===== src/rtl/uart_pkg.sv =====
// Shared types and defaults for the UART transmitter.
// UART_TX_PARITY_EN adds the PARITY state to the FSM encoding.
package uart_pkg;

    localparam int DEFAULT_CLKS_PER_BIT = 868;

    typedef enum logic [2:0] {
        IDLE,
        FETCH,
        LOAD,
        START,
        DATA,
`ifdef UART_TX_PARITY_EN
        PARITY,
`endif
        STOP
    } state_t;

endpackage


===== src/rtl/uart_baud_cnt.sv =====
// Bit-time counter: counts CLKS_PER_BIT cycles, restarts on clr, flags the last cycle of a bit.
module uart_baud_cnt
    import uart_pkg::*;
#(
    parameter int CLKS_PER_BIT = DEFAULT_CLKS_PER_BIT
) (
    input  logic clk,
    input  logic rst,
    input  logic clr,
    output logic bit_end
);

    localparam int CNT_W = $clog2(CLKS_PER_BIT);
    localparam logic [CNT_W-1:0] CNT_MAX = CNT_W'(CLKS_PER_BIT - 1);

    logic [CNT_W-1:0] cnt;

    always_ff @(posedge clk) begin
        if (rst || clr) begin
            cnt <= '0;
        end else if (cnt == CNT_MAX) begin
            cnt <= '0;
        end else begin
            cnt <= cnt + CNT_W'(1);
        end
    end

    assign bit_end = (cnt == CNT_MAX);

endmodule


===== src/rtl/axis_uart_tx.sv =====
// UART transmitter draining a FIFO one character at a time, LSB first.
// Define UART_TX_PARITY_EN to insert an even-parity bit between the data bits and the stop bit.
module axis_uart_tx
    import uart_pkg::*;
#(
    parameter int CLKS_PER_BIT = DEFAULT_CLKS_PER_BIT,
    parameter int WIDTH        = 8
) (
    input  logic             clk,
    input  logic             rst,
    input  logic             fifo_empty,
    input  logic             fifo_wr_acc,
    input  logic [WIDTH-1:0] fifo_dout,
    input  logic             fifo_dout_last,
    output logic             fifo_rd_en,
    output logic             tx,
    output logic             busy,
    output logic             frame_done
);

    localparam int IDX_W = $clog2(WIDTH) + 1;
    localparam logic [IDX_W-1:0] LAST_IDX = IDX_W'(WIDTH - 1);

    state_t           state, state_next;
    logic [WIDTH-1:0] shift_q;
    logic             last_q;
    logic [IDX_W-1:0] bit_idx;
    logic             bit_end;
    logic             cnt_clr;
`ifdef UART_TX_PARITY_EN
    logic             parity_q;
`endif

    // Restarting the counter on every state change keeps each bit exactly CLKS_PER_BIT long.
    assign cnt_clr = (state_next != state);

    uart_baud_cnt #(
        .CLKS_PER_BIT(CLKS_PER_BIT)
    ) u_baud_cnt (
        .clk    (clk),
        .rst    (rst),
        .clr    (cnt_clr),
        .bit_end(bit_end)
    );

    always_ff @(posedge clk) begin
        if (rst) begin
            state    <= IDLE;
            shift_q  <= '0;
            last_q   <= 1'b0;
            bit_idx  <= '0;
`ifdef UART_TX_PARITY_EN
            parity_q <= 1'b0;
`endif
        end else begin
            state <= state_next;
            case (state)
                LOAD: begin
                    shift_q  <= fifo_dout;
                    last_q   <= fifo_dout_last;
                    bit_idx  <= '0;
`ifdef UART_TX_PARITY_EN
                    parity_q <= ^fifo_dout;
`endif
                end
                DATA: begin
                    if (bit_end) begin
                        shift_q <= shift_q >> 1;
                        bit_idx <= bit_idx + IDX_W'(1);
                    end
                end
                default: ;
            endcase
        end
    end

    // The FETCH read completes only when no write lands in the same cycle, so retry until it does.
    always_comb begin
        state_next = state;
        fifo_rd_en = 1'b0;
        tx         = 1'b1;
        frame_done = 1'b0;
        case (state)
            IDLE: begin
                if (!fifo_empty) state_next = FETCH;
            end
            FETCH: begin
                fifo_rd_en = 1'b1;
                if (!fifo_wr_acc) state_next = LOAD;
            end
            LOAD: begin
                state_next = START;
            end
            START: begin
                tx = 1'b0;
                if (bit_end) state_next = DATA;
            end
            DATA: begin
                tx = shift_q[0];
                if (bit_end && bit_idx == LAST_IDX) begin
`ifdef UART_TX_PARITY_EN
                    state_next = PARITY;
`else
                    state_next = STOP;
`endif
                end
            end
`ifdef UART_TX_PARITY_EN
            PARITY: begin
                tx = parity_q;
                if (bit_end) state_next = STOP;
            end
`endif
            STOP: begin
                if (bit_end) begin
                    frame_done = last_q;
                    state_next = IDLE;
                end
            end
            default: state_next = IDLE;
        endcase
    end

    assign busy = (state != IDLE);

endmodule


===== config.mk =====
export PLATFORM = sky130hd
export DESIGN_NAME = axis_uart_tx
export DESIGN_NICKNAME = d
export VERILOG_FILES = /design/src/rtl/uart_pkg.sv /design/src/rtl/uart_baud_cnt.sv /design/src/rtl/axis_uart_tx.sv
export SDC_FILE = /design/constraint.sdc
export NUM_CORES = 1
export LEC_CHECK = 0
export CAP_MARGIN = 20
export CORE_MARGIN = 2
export CORE_UTILIZATION = 57
export CTS_BUF_LIST = sky130_fd_sc_hd__clkbuf_4
export DETAILED_ROUTE_END_ITERATION = 6
export MAX_ROUTING_LAYER = met4
export PLACE_DENSITY_LB_ADDON = 0.08
export RECOVER_POWER = 25
export REMOVE_ABC_BUFFERS = 1
export SLEW_MARGIN = 30
export SYNTH_ARGS = -nofsm -noshare
export SYNTH_HDL_FRONTEND = slang
export SYNTH_SLANG_ARGS = --single-unit

===== constraint.sdc =====
create_clock -name clk -period 2 [get_ports clk]
set_input_delay 0.3 -clock clk [delete_from_list [all_inputs] [get_ports clk]]
set_output_delay 0.3 -clock clk [all_outputs]
set_load 0.05 [all_outputs]

# Word level (Yosys, flattened, before mapping)
# Index checks and enable logic that the tools add are counted.
word_totals:
  ff_bits: 26
  inputBits: 13
  word_cells: 37
op_classes:
  reduce_logical: 7
  mux: 14
  addsub: 2
  n_eq_ne: 9
op_table:
  columns: ["operator", "count"]
  rows:
  - ["$pmux 3 s6", 1]
  - ["$pmux 8 s2", 1]
  - ["$mux 3", 5]
  - ["$add 10x1->10 const B", 1]
  - ["$eq 10x10->1 const B", 1]
  - ["$mux 8", 1]
  - ["$pmux 4 s2", 1]
  - ["$eq 3x2->1 const B", 2]
  - ["$eq 3x3->1 const B", 2]
  - ["$add 4x1->4 const B", 1]
  - ["$eq 4x3->1 const B", 1]
  - ["$mux 4", 1]
  - ["$eq 3x1->1 const B", 1]
  - ["$logic_not 3->1", 1]
  - ["$mux 1", 3]
  - ["$ne 3x3->1", 1]
  - ["$reduce_bool 3->1", 1]
  - ["$ne 2x2->1 const B", 1]
  - ["$pmux 1 s2", 1]
  - ["$reduce_and 2->1", 1]
  - ["$reduce_bool 2->1", 1]
  - ["$reduce_or 2->1", 1]
  - ["$logic_and 1x1->1", 1]
  - ["$logic_or 1x1->1", 1]

# Logic depth before layout (Yosys ltp)
# Gate-level depths: netlist of run 1.
logic_depth:
  depth_word: 7
  mapped_depth: 6
  mapped_depth_nobuf: 5

# Modules after synthesis
# A second synthesis of run 1 with hierarchy kept.
hier_totals:
  hier_cells: 158
  area_unflattened_um2: 1370.1
modules_own_cells:
  columns: ["mod", "seq_area_each_um2", "cells_each", "instances", "area_per_inst_um2"]
  rows:
  - ["axis_uart_tx", 320.3, 105, 1, 915.9]
  - ["uart_baud_cnt", 200.2, 53, 1, 454.2]

# Least setup slack after synthesis of run 1
# Ideal clock, no wire load.
synth_timing:
  path_kind: "reg2out"
  startpoint: "register u_baud_cnt.cnt[0]"
  endpoint: "output frame_done"
  path_stages_with_launch: 5
  path_slack_ns: 0.077
  t_arrival_ns: 1.623
  path_cell_list: "dfxtp_1 > ha_1 > nor4b_1 > nand3_1 > nor2_1"
synth_via:
  elab_chain_cells: 3
synth_rtl:
  columns: ["item", "line_no", "source"]
  rows:
  - ["from (decl)", "uart_baud_cnt.sv:16", "logic [CNT_W-1:0] cnt;"]
  - ["from (signal assigned)", "uart_baud_cnt.sv:24", "cnt <= cnt + CNT_W'(1);"]
  - ["$eq 10x10->1", "uart_baud_cnt.sv:28", "assign bit_end = (cnt == CNT_MAX);"]
  - ["$mux 1", "axis_uart_tx.sv:115", "if (bit_end) begin"]
  - ["$mux 1", "axis_uart_tx.sv:83", "case (state)"]
  - ["to (decl)", "axis_uart_tx.sv:18", "output logic frame_done"]
# No other way between the ends.

# Worst setup path in the final report of run 1
layout_timing:
  startpoint: "register state[0]"
  endpoint: "output frame_done"
layout_via:
  elab_chain_cells: 2
layout_rtl:
  columns: ["item", "line_no", "source"]
  rows:
  - ["from (decl)", "axis_uart_tx.sv:24", "state_t state, state_next;"]
  - ["from (signal assigned)", "axis_uart_tx.sv:56", "state <= state_next;"]
  - ["$eq 3x3->1", "axis_uart_tx.sv:83", null]
  - ["$mux 1", "axis_uart_tx.sv:83", null]
# No other way between the ends.

==> results of run 1 <==
[metal layers]
| layer | vias to the layer above | GRT usage [%] | part of all wire, % |
|---|---|---|---|
| li1 | 582 | - | - |
| met1 | 561 | 28.5 | 46 |
| met3 | 4 | 2.82 | 2.9 |
| met2 | 21 | 40.7 | 50 |
| met4 | 0 | 5.98 | 0.76 |
| met5 | - | - | 0 |
[cells in the mapped netlist, types with 2 or more instances]
| library cell | count |
|---|---|
| a21oi_1 | 5 |
| nand2_1 | 7 |
| nand2b_1 | 3 |
| and2b_1 | 5 |
| clkbuf_8 | 4 |
| clkbuf_4 | 2 |
| xor2_1 | 8 |
| o22ai_1 | 3 |
| buf_2 | 3 |
| dfxtp_1 | 26 |
| or3_1 | 3 |
| nand4_1 | 4 |
| ha_1 | 2 |
| a221oi_1 | 7 |
| nor2b_1 | 4 |
| a211oi_1 | 6 |
| nor2_1 | 24 |
| o21ai_0 | 2 |
| nor3b_4 | 2 |
| inv_1 | 5 |
| nand3_1 | 10 |
| and3_1 | 2 |
[worst max-delay path: stages, from the launching register on]
cell     delay (ns)
dfxtp_1        0.46
inv_1          0.11
nor4b_1        0.25
nand3_1        0.13
nor2_2         0.18
buf_12         0.15
[repair_timing]
action | in CTS | in global routing
resized for setup | 5 | 3
setup endpoints to repair | 3 | 3
buffers inserted | 0 | 2
[registers in the layout, summed over array words and instances (netlist names)]
register / flops
u_baud_cnt.cnt: 10
shift_q: 8
bit_idx: 4
state: 3
last_q: 1
[cell families (layout without fill, tap and decap cells)]
kind of cell,Yosys count,after routing
simple gates,72,72
compound gates,30,30
flops,26,26
buf+inv,15,31
xor+xnor,9,9
fa+ha+maj,2,2
mux,1,1
[final timing paths]
check	startpoint	endpoint	slack (ns)	cells past startpoint
worst max-delay path	state[0]$_SDFF_PP0_	frame_done	0.09	5
worst min-delay path	last_q$_SDFFE_PP0P_	last_q$_SDFFE_PP0P_	0.48	2
worst max register to register	state[0]$_SDFF_PP0_	bit_idx[3]$_SDFFE_PP0P_	0.18	5
worst min register to register	last_q$_SDFFE_PP0P_	last_q$_SDFFE_PP0P_	0.48	2
[through the flow]
| stage | instances | total power (W) | setup slack [ns] |
|---|---|---|---|
| final | 199 | 0.00107 | 0.0883 |
| after global routing | 199 | 0.00111 | -0.00254 |
| after CTS | 197 | 0.00108 | 0.0151 |
| after detailed placement | 193 | 0.000713 | -0.0158 |
| after global placement | 193 | 0.000707 | 0.158 |
| after floorplan | 145 | 0.000652 | 0.0714 |
[where the power goes]
| part | leakage, nW | internal [W] | switching (W) | total (W) |
|---|---|---|---|---|
| Combinational | 0.354 | 0.0000689 | 0.0000802 | 0.000149 |
| Clock | 0.0279 | 0.000203 | 0.000163 | 0.000366 |
| Sequential | 0.212 | 0.000537 | 0.0000202 | 0.000557 |
| Total | 0.594 | 0.000808 | 0.000264 | 0.00107 |
[final cells by class]
type | instances | share of cell area, %
timing repair buffer | 22 | 13.1
tap | 28 | 2.17
sequential | 26 | 32.7
clock buffer | 3 | 1.40
inverter | 5 | 1.16
clock inverter | 1 | 1.86
multi-input combinational | 114 | 47.6
==> results by group, run 1 <==
CTS
  – Depth of the CTS H-tree: 1
  – CTS Buf Count: 3
  – TritonCTS clock tree: built
  – Cts hold-fix bufs: 0
  – Latest clock arrival within the worst-skew pair: 0.32 ns
  – Root Buffer: clkbuf_4
  – Clk sinks: 26
  – Reg clk slew, reported paths: roughly 0.15 ns
  – CTS max path bufs: 2

Layout
  – Area added between synthesis and finish: 16.2%
  – Ant diodes: 0
  – Fin util: 71.5%
  – FF+latch area: 528 sq um
  – Commonest non-fill, non-tap cell in the layout: dfxtp_1
  – Multi-input gate area: 767 sq um
  – Final-layout fill cell count: 191
  – Post-route cell area: 0.00161 sq mm
  – Share of layout cells above drive strength 1: 14.0%
  – Most frequent cells in the layout: dfxtp_1, nor2_1, clkdlybuf4s50_1, nand3_1
  – Nets: 187

Timing
  – Slew of the pin with the lowest slew margin: 0.555 ns
  – FMAX: about 0.52 GHz
  – Slew headroom: 62.8%
  – Setup Skew: 0.00976 ns
  – Fin Hold WS: 0.480 ns
  – Sum Neg Setup Slack: 0 ns
  – Fin. max-slew vios: 0
  – Final setup viols: 0
  – Final Hold Viols: 0
  – Min Tclk post-route: 1.91 ns
  – Tcrit/Tclk final: 95.6%

Yosys
  – Syn avg cell area: 8.95 sq um
  – Async set-reset flop share out of synthesis: 0%
  – Ys Warns: 0
  – Mux cell area share after synthesis: 0.721%
  – Share of the synthesized area in the top cell type: 37.5%
  – Count of different cell masters after synthesis: 40
  – Synth Area in XOR/XNOR: 5.68%
  – Post-Synth Adder-Cell Area: 1.80%
  – Yosys reg bits: 26
  – Top cells by area, synth: dfxtp_1, nor2_1, xor2_1, a221oi_1, clkbuf_8
  – Combinational family with the most area after synthesis: simple AND/OR/NAND/NOR gates
  – Synth Flop Type: dfxtp_1
  – Leading area contributor after synthesis: dfxtp_1
  – Number of synthesized flops with an enable pin: 0
  – Sequential area share after synthesis: between 30 and 40%
  – Synthesized area: 0.00139 sq mm
  – Synth Area in Simple Gates: 30.2%
  – Cells after Synth: 155
  – Synth Area in Compound Gates: between 15 and 20%

Floorplan
  – Ports: 17
  – Initial core utilization: around 62%
  – Die width: approximately 53 microns
  – Die height: roughly 53 microns
  – Num rows: 17
  – Die area: 0.00285 sq mm
  – Core area: 0.00225 sq mm

Setup path
  – Arrival time worst endpoint: between 1.5 and 2 ns
  – Max Fanout on Critical Path: 5
  – Required time of the critical path: 1.70 ns
  – Crit Path Class: reg -> out
  – CP endpoint kind: output port
  – Crit start category: flop

Power and ir drop
  – Pwr Density: 665 mW/mm^2
  – Max VDD drop: 531 uV
  – Leak Pwr: 0.594 nW

Job
  – Max Cap Viol: 0

Routing
  – Routed WL: 2.91 mm
  – Remaining antenna violation count: 0
  – DR iter-0 viols: 21
  – DR WL/cell: 14.6 microns
  – DRC violations left: 0
  – TritonRoute pass-1 iters: 4
  – Via/cell ratio: about 5.9
  – Vias: 1,168

Global routing
  – Initial antenna violation count: 0
  – Largest net degree at the start of global routing: 23
  – Total GRT Usage: 23.4%
  – Vias in the first global route: roughly 1,100
  – First-pass GRT wire length: 4.77 mm
  – Total gr overflow: 0

Place
  – Gp weighted congestion: approximately 0.83
  – Hpwl dp: 2.12 mm
  – Placement Cell Area: 0.00152 sq mm
  – PortBufs: 16

Run status
  – Outcome: complete, no violations

Min path
  – Hold WC Path Type: reg -> reg
(Power assumes the default switching activity.)
==> run 2: changes to the inputs <==
--- a/config.mk
+++ b/config.mk
@@ -5,7 +5,6 @@
 export SDC_FILE = /design/constraint.sdc
 export NUM_CORES = 1
 export LEC_CHECK = 0
-export CAP_MARGIN = 20
 export CORE_MARGIN = 2
 export CORE_UTILIZATION = 57
 export CTS_BUF_LIST = sky130_fd_sc_hd__clkbuf_4
==> results of run 2 <==
The final DEF is identical to that of run 1; final timing and power are the same.
